--- src/rtl/scan_pkg.sv ---
// Shared constants and types for the scan arbiter and the LED-scan controller
// that reuses its rotate-priority picker.
package scan_pkg;

  localparam int N                  = 8;
  localparam int IDX_W              = 3;
  localparam int PRESCALE_W_DEFAULT = 25;

  typedef enum logic {
    IDLE  = 1'b0,
    GRANT = 1'b1
  } state_t;

endpackage

--- src/rtl/rr_pick.sv ---
// Rotate-priority picker: returns the first requester at or after ptr,
// wrapping modulo N. Purely combinational.
module rr_pick
  import scan_pkg::*;
(
  input  logic [N-1:0]     req,
  input  logic [IDX_W-1:0] ptr,
  output logic             found,
  output logic [IDX_W-1:0] idx
);

  logic [2*N-1:0] req_dbl;
  logic [N-1:0]   req_rot;

  // Doubling the vector turns the modulo scan into a plain part-select.
  assign req_dbl = {req, req};
  assign req_rot = req_dbl[ptr +: N];

  always_comb begin
    // NOTE: every output gets a default before the loop, so no path leaves it unassigned (no latch).
    found = 1'b0;
    idx   = ptr;
    for (int k = N - 1; k >= 0; k--) begin
      if (req_rot[k]) begin
        found = 1'b1;
        idx   = ptr + IDX_W'(k);
      end
    end
  end

endmodule

--- src/rtl/scan_arbiter.sv ---
// Round-robin arbiter that time-shares one resource among N requesters,
// granting on slow prescaler ticks and bounding each hold to HOLD_TICKS ticks.
module scan_arbiter
  import scan_pkg::*;
#(
  parameter int PRESCALE_W = PRESCALE_W_DEFAULT,
  parameter int HOLD_TICKS = 2
) (
  input  logic             clk,
  input  logic             rst_n,
  input  logic [N-1:0]     req,
  output logic [N-1:0]     grant,
  output logic             grant_valid,
  output logic [IDX_W-1:0] grant_idx,
  output logic             tick
);

  localparam int HOLD_W = (HOLD_TICKS > 1) ? $clog2(HOLD_TICKS) : 1;

  logic [PRESCALE_W-1:0] presc;
  state_t                state;
  logic [IDX_W-1:0]      ptr;
  logic [HOLD_W-1:0]     hold_cnt;
  logic                  pick_found;
  logic [IDX_W-1:0]      pick_idx;
  logic                  hold_expired;
  logic                  rel_now;

  rr_pick u_rr_pick (
    .req   (req),
    .ptr   (ptr),
    .found (pick_found),
    .idx   (pick_idx)
  );

  // NOTE: sequential state uses non-blocking assignments so all registers update from pre-edge values.
  always_ff @(posedge clk or negedge rst_n) begin
    if (!rst_n) begin
      presc <= '0;
      tick  <= 1'b0;
    end else begin
      presc <= presc + PRESCALE_W'(1);
      tick  <= &presc;
    end
  end

  assign hold_expired = tick && (hold_cnt == HOLD_W'(HOLD_TICKS - 1));
  // Owner dropping its request and the final tick collapse into one release.
  assign rel_now      = (state == GRANT) && (!req[grant_idx] || hold_expired);

  always_ff @(posedge clk or negedge rst_n) begin
    if (!rst_n) begin
      state       <= IDLE;
      grant       <= '0;
      grant_valid <= 1'b0;
      grant_idx   <= '0;
      ptr         <= '0;
      hold_cnt    <= '0;
    end else begin
      case (state)
        IDLE: begin
          if (tick && pick_found) begin
            grant       <= N'(1) << pick_idx;
            grant_idx   <= pick_idx;
            grant_valid <= 1'b1;
            hold_cnt    <= '0;
            state       <= GRANT;
          end
        end
        GRANT: begin
          if (rel_now) begin
            // grant_idx is left alone so downstream still sees the last owner.
            grant       <= '0;
            grant_valid <= 1'b0;
            ptr         <= grant_idx + IDX_W'(1);
            state       <= IDLE;
          end else if (tick) begin
            hold_cnt <= hold_cnt + HOLD_W'(1);
          end
        end
        default: state <= IDLE;
      endcase
    end
  end

endmodule

--- config.mk ---
export PLATFORM = sky130hd
export DESIGN_NAME = scan_arbiter
export DESIGN_NICKNAME = d
export VERILOG_FILES = /design/src/rtl/scan_pkg.sv /design/src/rtl/rr_pick.sv /design/src/rtl/scan_arbiter.sv
export SDC_FILE = /design/constraint.sdc
export NUM_CORES = 1
export LEC_CHECK = 0
export CAP_MARGIN = 20
export CORE_MARGIN = 2
export CORE_UTILIZATION = 35
export DETAILED_ROUTE_END_ITERATION = 7
export PLACE_DENSITY = 0.6
export SLEW_MARGIN = 20
export SYNTH_ARGS = -nofsm -noshare
export SYNTH_HDL_FRONTEND = slang
export SYNTH_SLANG_ARGS = --single-unit
--- constraint.sdc ---
create_clock -name clk -period 5.1 [get_ports clk]
set_clock_uncertainty 0.2 [all_clocks]
set_input_delay 0.51 -clock clk [delete_from_list [all_inputs] [get_ports clk]]
set_output_delay 0.51 -clock clk [all_outputs]
set_load 0.005 [all_outputs]
==> run metrics, run 1 <==
failing checks=hold timing; vias in the first global route=slightly above 2000; DRC viols=0; worst path required time=5.13 ns; die area=about 9000 µm²; Power Dens Cells=380.4 nW/µm²; std cell rows=32; routed via count=roughly 2200; P_sw=approximately 510 µW; initial antenna violation count=0; Die Height=roughly 94 µm; # resized after CTS=0; Critical Path Fanout Max=26; most common library cells after synthesis=dfrtp_1 (43), nand2_1 (36), nor2_1 (26); Max VDD drop=between 0.2 and 0.25 mV; critical path class=reg -> reg; slack of the critical path=1.439 ns; CTS Root Cell=clkbuf_8; I/O Buffers=22; area grow syn2layout=12.99%; EDFF count, synth=0; Static Leakage=between 1 and 1.5 nW; worst path arrival time=between 3 and 4 ns; Max clock buf depth=2; Mean Syn Cell Area=9.865 µm²; GRT Resource Usage Total=0.1504; final antenna-violating net count=0; CTS Buf Count=5; fin crit share=0.7178; Placer Congestion=approximately 1.0; Hold Violations, Final=7; HPWL after DPL=between 4000 and 5000 µm; buffer count from post-CTS setup fixing=0; top-area cell type share of the netlist area=0.3814; GR Overflow Total=0; first-pass GRT wire length=between 10000 and 15000 µm; Net count, final=317; Worst slew margin=0.3848; Sw Ratio=0.4198; Synth Flop Type=dfrtp_1; core area=just under 8000 µm²; FF+latch count, synth=43; Final setup viols=0; mapped cell area=2821 µm²; # diodes=0; Die Width=approximately 94 µm; Fmax achieved=between 200 and 300 MHz; worst-skew pair later-pin latency=about 0.29 ns; # H-tree levels=2; Slew Limit Fails=0; max-cap violation count=0; drt via density=~5.5; drt total wl=slightly above 6000 µm; RSZ-0062 raised after global routing=false; DR iter-0 viols=79; DR WL/cell=15.19 µm; Ports=23; Mapped Cells=286; CTS tree=built; cts-stage hold buffer count=0; largest net degree at the start of global routing=44; status=complete, but fails checks; post-synth net total=300; clock-pin slew on the worst setup and hold paths=0.08 ns; Pre-antenna DRT Iters=4; worst hold path type=in -> async; most common cell in the netlist=dfrtp_1; Place WS=between 1 and 1.5 ns; Least-Margin Pin Slew=0.9229 ns; Gate power share=0.495; synth unique cells=66; Sink Count=43; Synth area leader=dfrtp_1; Ys Warns=0; share of layout cells above drive strength 1=0.1053; Hold WS=-0.005702 ns; Setup crit start kind=flop; Initial Util=0.3632; internal power=a little over 700 µW; register area share after synthesis=0.3814; top cells by area, synth=dfrtp_1 (38%), xnor2_1 (5.3%), nand2_1 (4.8%), mux4_2 (4.8%), nor2_1 (3.5%); Post-Route Setup TNS=0 ns; minimum clock period=between 3 and 4 ns; Flop pwr share=0.334; clock power share=0.171; Async SR Flop Fraction=1.000; CP endpoint kind=flop
-- registers in the layout, indices dropped and copies added (netlist names) --
signal       count
grant_idx        3
presc           25
hold_cnt         1
tick             1
ptr              3
grant_valid      1
state            1
grant            8
-- path summary, 6_finish.rpt --
| kind | startpoint | end | slack (ns) | cells after the start |
|---|---|---|---|---|
| hold / removal | rst_n | presc[19]$_DFF_PN0_ | -0.006 | 1 |
| setup reg to reg | ptr[1]$_DFFE_PN0P_ | grant[1]$_DFFE_PN0P_ | 1.44 | 8 |
| max in group asynchronous | rst_n | presc[14]$_DFF_PN0_ | 4.33 | 1 |
| min in group clk | presc[24]$_DFF_PN0_ | presc[24]$_DFF_PN0_ | 0.27 | 1 |
| hold reg to reg | presc[24]$_DFF_PN0_ | presc[24]$_DFF_PN0_ | 0.27 | 1 |
| setup / recovery | ptr[1]$_DFFE_PN0P_ | grant[1]$_DFFE_PN0P_ | 1.44 | 8 |
-- critical path, stage by stage (launching register included) --
cell and delay (ns):
dfrtp_1 0.95, buf_4 0.29, mux2i_1 0.50, o21ai_1 0.13, a2111o_1 0.48, a221oi_2 0.23
nor2_1 0.09, o31ai_2 0.48, a32o_1 0.24
-- placed cells by master, fill, tap and decap left out, types with 2 or more instances in the layout --
cell type | netlist | routed
o21ai_1 | 2 | 2
xor2_1 | 9 | 9
inv_1 | 9 | 9
o31ai_1 | 5 | 5
o21ai_0 | 13 | 13
nand4_1 | 3 | 3
a31oi_1 | 2 | 2
a32o_1 | 4 | 4
nor2b_1 | 4 | 4
dfrtp_1 | 43 | 43
a21oi_1 | 6 | 6
mux2i_1 | 9 | 9
nand2_1 | 36 | 36
nor3b_1 | 2 | 2
buf_4 | 0 | 3
nand2b_1 | 2 | 2
clkdlybuf4s50_1 | 0 | 21
a2111o_1 | 2 | 2
and3_1 | 2 | 2
and4_1 | 3 | 3
a221o_1 | 2 | 2
a211oi_1 | 5 | 5
clkbuf_8 | 0 | 5
a211o_1 | 2 | 2
xnor2_1 | 17 | 17
mux4_2 | 6 | 6
nor3_1 | 3 | 3
and2_1 | 3 | 3
nor2_1 | 26 | 26
or3_1 | 2 | 2
mux2_2 | 4 | 4
nand3_1 | 10 | 10
a311oi_1 | 2 | 2
ha_1 | 4 | 4
-- kinds of logic after synthesis --
| family | share of synthesized area |
|---|---|
| adders and majority gates | 0.01774 |
| muxes | 0.1153 |
| and+or+nand+nor | 0.1769 |
| xor gates and xnor gates | 0.08071 |
| buffers and inverters | 0.04124 |
| DFF | 0.3814 |
| AOI/OAI and AO/OA | 0.1867 |
-- per-stage QoR --
stage	hold slack (ns)	area [µm²]	utilization	power [mW]	cells
2_1_floorplan	0.01441	2821	-	0.8711	286
3_3_place_gp	0.2462	3100	0.3992	1.009	398
3_5_place_dp	0.2490	3100	0.3992	1.001	398
4_1_cts	0.1793	3186	0.4101	1.215	406
5_1_grt	0.04164	3188	0.4104	1.301	406
6_report	-0.005702	3188	0.4104	1.213	406
-- metal layers --
layer,global-route usage,vias up,part of all wire
met5,0,-,0
met4,0.04831,0,0.011
met3,0.04093,5,0.069
met2,0.2179,59,0.46
met1,0.2174,1068,0.46
li1,-,1088,-
-- layout make-up --
| type | count | area, µm² |
|---|---|---|
| Inverter | 10 | 37.54 |
| Fill cell | 789 | 4579 |
| Multi-Input combinational cell | 219 | 1629 |
| Clock buffer | 6 | 72.57 |
| Sequential cell | 43 | 1076 |
| Timing Repair Buffer | 24 | 232.7 |
| Tap cell | 102 | 127.6 |
| Clock inverter | 2 | 12.51 |
-- power by group through the flow --
stage,clock (mW),combinational (mW),sequential [mW]
final,0.207,0.600,0.405
after global routing,0.234,0.657,0.411
after CTS,0.217,0.592,0.406
after detailed placement,0,0.588,0.412
after global placement,0,0.596,0.413
after floorplan,0,0.498,0.374
(Power assumes the default switching activity.)
==> run 2: changes to the inputs <==
- clock period: 5.1 -> 3.72 ns (I/O delays scaled with it)
==> run metrics, run 2 (synthesized netlist as in run 1, its figures left out) <==
drt total wl=6400 µm (+3.8%); clock-pin slew on the worst setup and hold paths=0.08 ns (about the same); DR WL/cell=15.46 µm (+1.8%); final antenna-violating net count=0 (unchanged); Post-Route Setup TNS=0 ns (unchanged); largest net degree at the start of global routing=44 (unchanged); Setup crit start kind=flop; Ports=23 (unchanged); status=completed; # diodes=0 (unchanged); worst-skew pair later-pin latency=0.29 ns (about the same); DR iter-0 viols=131 (+66%); Die Height=93.79 µm (unchanged); Sink Count=43 (unchanged); Fmax achieved=309.6 MHz (+13%); DRC viols=0 (unchanged); Power Dens Cells=531.4 nW/µm² (+40%); initial antenna violation count=0 (unchanged); Max VDD drop=0.2472 mV (+23%); Critical Path Fanout Max=17 (-35%); final instance area=3273 µm² (+2.7%); Least-Margin Pin Slew=0.9311 ns (+0.008211 ns); post-place instance area=3173 µm² (+2.3%); vias in the first global route=2136 (+3.2%); HPWL after DPL=4599 µm (+3.7%); Max clock buf depth=2 (unchanged); drt via density=5.529 (+1.1%); worst hold path type=in -> async; die area=8796 µm² (unchanged); routed via count=2289 (+3.1%); Placer Congestion=0.9337 (-10%); most frequent cells in the layout=dfrtp_1 (43), nand2_1 (36), nor2_1 (26); Largest regs=presc (25), grant (8); Slew Limit Fails=0 (unchanged); Pre-antenna DRT Iters=4 (unchanged); worst path required time=3.69 ns (-1.44 ns); worst path arrival time=3.20 ns (-0.49 ns); Static Leakage=1.359 nW (+4.0%); Util after Layout=0.4214 (+0.01095); fin crit share=0.8684 (+0.1506); GR Overflow Total=0 (unchanged); core area=7767 µm² (unchanged); # H-tree levels=2 (unchanged); # resized after CTS=0 (unchanged); Worst slew margin=0.3793 (-0.005474); Largest register FFs=25 (unchanged); critical path class=reg -> reg; I/O Buffers=22 (unchanged); Layout fillers=759 (-3.8%); minimum clock period=3.230 ns (-0.4303 ns); CTS Root Cell=clkbuf_8; most common cell after layout, fill and taps aside=dfrtp_1; CP endpoint kind=flop; CTS Buf Count=5 (unchanged); first-pass GRT wire length=10470 µm (unchanged); cts-stage hold buffer count=0 (unchanged); max-cap violation count=0 (unchanged); CTS tree=built; Final setup viols=0 (unchanged); slack of the critical path=0.4895 ns (-0.9497 ns); RSZ-0062 raised after global routing=false; buffer count from post-CTS setup fixing=0 (unchanged); Net count, final=325 (+2.5%); std cell rows=32 (unchanged); Initial Util=0.3632 (unchanged); Die Width=93.79 µm (unchanged); Hold Violations, Final=0 (-7); area grow syn2layout=16.01%; largest register by flop count=presc; GRT Resource Usage Total=0.1490 (-0.001353); share of layout cells above drive strength 1=0.1282 (+0.02294); Place WS=0.4309 ns (-1.005 ns)
run 2: cell count changes in the layout (fill, tap and decap cells not counted):
cell,previous run,this run
buf_12,0,1
clkinvlp_4,1,0
clkbuf_8,5,7
clkinv_2,1,0
buf_4,3,9
buf_2,0,1
run 2: through the flow:
stage                     std cells  power, mW  hold slack, ns
final                           414      1.739         0.02469
after global routing            414      1.845          0.1074
after CTS                       414      1.741         0.06204
after detailed placement        406      1.415          0.2496
after global placement          406      1.425          0.2470
after floorplan                 286      1.194         -0.1236
run 2: final timing paths:
| kind | slack, ns | to | startpoint | cells past startpoint |
|---|---|---|---|---|
| hold / removal | 0.02 | hold_cnt$_DFFE_PN0P_ | rst_n | 1 |
| max in group asynchronous | 2.71 | presc[12]$_DFF_PN0_ | rst_n | 1 |
| setup reg to reg | 0.49 | grant[1]$_DFFE_PN0P_ | ptr[1]$_DFFE_PN0P_ | 8 |
| hold reg to reg | 0.26 | presc[24]$_DFF_PN0_ | presc[24]$_DFF_PN0_ | 1 |
| min in group clk | 0.26 | presc[24]$_DFF_PN0_ | presc[24]$_DFF_PN0_ | 1 |
| setup / recovery | 0.49 | grant[1]$_DFFE_PN0P_ | ptr[1]$_DFFE_PN0P_ | 8 |
run 2: routing by layer:
layer,wire length [µm],vias to the layer above,track usage
met2,2947,80,0.2327
met5,0,-,0
li1,-,1105,-
met1,2990,1098,0.2078
met3,405,6,0.03130
met4,57,0,0.04469
run 2: layout make-up:
| type | instances | area [µm²] | share of cell area |
|---|---|---|---|
| inverter | 10 | 37.54 | 0.01147 |
| sequential | 43 | 1076 | 0.3287 |
| multi-input combinational | 219 | 1629 | 0.4977 |
| timing repair buffer | 32 | 302.8 | 0.09251 |
| tap | 102 | 127.6 | 0.03899 |
| clock buffer | 8 | 100.1 | 0.03058 |
run 2: worst max-delay path: stages (launching register included):
cell and delay [ns]:
dfrtp_1 0.72, buf_12 0.23, mux4_2 0.51, mux2_4 0.33, a2111oi_4 0.31, a32oi_2 0.19
xnor2_1 0.25, nor2_1 0.09, a32o_1 0.26
run 2: report_power, final:
part | switching, mW | leakage (nW) | internal, mW
combinational | 0.476 | 0.734 | 0.385
sequential | 0.0768 | 0.573 | 0.487
clock | 0.146 | 0.0515 | 0.169
total | 0.699 | 1.36 | 1.04
==> run 3: changes to the inputs <==
- CORE_UTILIZATION: 35 -> 58
- CTS_CLUSTER_DIAMETER: unset -> 40
- PLACE_DENSITY: 0.6 -> 0.87
==> run metrics, run 3 (synthesized netlist as in run 1, its figures left out) <==
die area=5438 µm² (-38%); Ports=23 (unchanged); Power Dens Cells=548.3 nW/µm² (+3.2%); routed via count=2385 (+4.2%); minimum clock period=3.430 ns (+0.1993 ns); worst hold path type=in -> async; worst path required time=3.70 ns (about the same); Initial Util=0.6013 (+0.2381); Top Metal Used=met4; CTS Root Cell=clkbuf_8; core area=4692 µm² (-40%); DR WL/cell=17.22 µm (+11%); crit path from=ptr[1]$_DFFE_PN0P_; clock-pin slew on the worst setup and hold paths=0.08 ns (about the same); most common cell after layout, fill and taps aside=dfrtp_1; DP Cell Count=358 (-12%); Hold Violations, Final=6 (+6); Setup crit start kind=flop; CP Cell Sequence=buf_4, mux2i_1, mux2i_2, buf_4, a2111oi_0, a2111o_1, o2111ai_2, a32o_1; Pre-antenna DRT Iters=5 (+1); failing checks=hold timing; Worst path most repeated cell=buf_4; reg-to-reg slack, setup=0.29 ns (-0.20 ns); HPWL after DPL=4507 µm (-2.0%); WP buf/inv=2 (+1); Hold WS=-0.009378 ns (-0.03407 ns); initial antenna violation count=0 (unchanged); R2R depth=8 (unchanged); Met2 Routed Length=2977 µm (+1.0%); Largest register FFs=25 (unchanged); I/O Buffers=22 (unchanged); worst path arrival time=3.41 ns (+0.21 ns); status=complete, but fails checks; GRT Resource Usage Total=0.2524 (+0.1034); max-cap violation count=0 (unchanged); met3 WL=399 µm (-1.5%); Sink Count=43 (unchanged); first-pass GRT wire length=10580 µm (+1.1%); std cell rows=25 (-22%); Static Leakage=1.363 nW (+0.30%); most frequent cells in the layout=dfrtp_1 (43), nand2_1 (36), nor2_1 (26); RSZ-0062 raised after global routing=false; Cell Count, Final, Fillers Out=366 (-12%); Max VDD drop=0.3527 mV (+43%); Largest regs=presc (25), grant (8); DR iter-0 viols=294 (+120%); GR Overflow Total=0 (unchanged); buffer count from post-CTS setup fixing=0 (unchanged); Worst slew margin=0.3999 (+0.02067); CP top delay family=compound AO/OA/AOI/OAI gates; Critical Path Fanout Max=17 (unchanged); Pwr Total=1.762 mW (+1.3%); RR Startpoint=ptr[1]$_DFFE_PN0P_; final antenna-violating net count=0 (unchanged); area grow syn2layout=13.88%; # resized after CTS=0 (unchanged); largest net degree at the start of global routing=44 (unchanged); Fmax achieved=291.6 MHz (-5.8%); # H-tree levels=2 (unchanged); DRC viols=0 (unchanged); drt total wl=6302 µm (-1.5%); Layout fillers=346 (-54%); met1 wire length=2769 µm (-7.4%); Least-Margin Pin Slew=0.9001 ns (-0.03101 ns); Net count, final=325 (unchanged); CP peak stage delay=0.78 ns (+0.06 ns); drt via density=6.516 (+18%); critical path class=reg -> reg; vias in the first global route=2198 (+2.9%); Die Width=73.75 µm (-21%); fin crit share=0.9220 (+0.05357); cts-stage hold buffer count=0 (unchanged); # diodes=0 (unchanged); Max clock buf depth=2 (unchanged); CTS tree=built; Die Height=73.75 µm (-21%); share of layout cells above drive strength 1=0.1314 (+0.003205); Util after Layout=0.6848 (+0.2634); Post-Route Setup TNS=0 ns (unchanged); CP endpoint kind=flop; slowest CP cell=dfrtp_1; worst-skew pair later-pin latency=0.30 ns (about the same); Final setup viols=0 (unchanged); Slew Limit Fails=0 (unchanged); CTS Buf Count=5 (unchanged); Placer Congestion=1.032 (+11%); largest register by flop count=presc; RR Endpoint=grant[0]$_DFFE_PN0P_
[run 3: changes by cell type in the layout (fill, tap and decap cells not counted), sizes merged]
cell / before / now
clkbuf: 8 / 5
clkinv: 0 / 2
bufinv: 0 / 1
[run 3: area by class of cell]
class	count	area, µm²	area share
clock buffers	5	68.82	0.02142
clock inverters	3	43.79	0.01363
inverters	10	37.54	0.01168
multi-input cells	219	1629	0.5070
flip-flops and latches	43	1076	0.3349
well taps	54	67.56	0.02103
repair buffers	32	290.3	0.09034
[run 3: where the power goes]
part / internal (mW) / leakage [nW] / switching [mW] / total, mW
clock: 0.200 / 0.0581 / 0.155 / 0.354
combinational: 0.370 / 0.732 / 0.475 / 0.844
sequential: 0.486 / 0.573 / 0.0766 / 0.563
total: 1.06 / 1.36 / 0.706 / 1.76
[run 3: worst max path at each step]
stage / to / slack [ns] / cells after the start
after global placement: grant[4]$_DFFE_PN0P_ / 0.37 / 8
after global routing: grant[0]$_DFFE_PN0P_ / 0.15 / 8
after CTS: grant[0]$_DFFE_PN0P_ / 0.43 / 8
after floorplan: grant[1]$_DFFE_PN0P_ / 1.11 / 8
after detailed placement: grant[5]$_DFFE_PN0P_ / 0.37 / 8
final: grant[0]$_DFFE_PN0P_ / 0.29 / 8
[run 3: metrics by stage]
stage	setup WS, ns	cell area, µm²
floorplan	1.111	2821
global placement	0.3653	3100
detailed placement	0.3683	3100
CTS	0.4301	3213
global route	0.1527	3213
finish	0.2903	3213
[run 3: metal layers]
| metal | vias to the layer above | global-route usage |
|---|---|---|
| li1 | 1109 | - |
| met1 | 1155 | 0.3500 |
| met2 | 101 | 0.4018 |
| met3 | 20 | 0.05213 |
| met4 | 0 | 0.07273 |
| met5 | - | 0 |
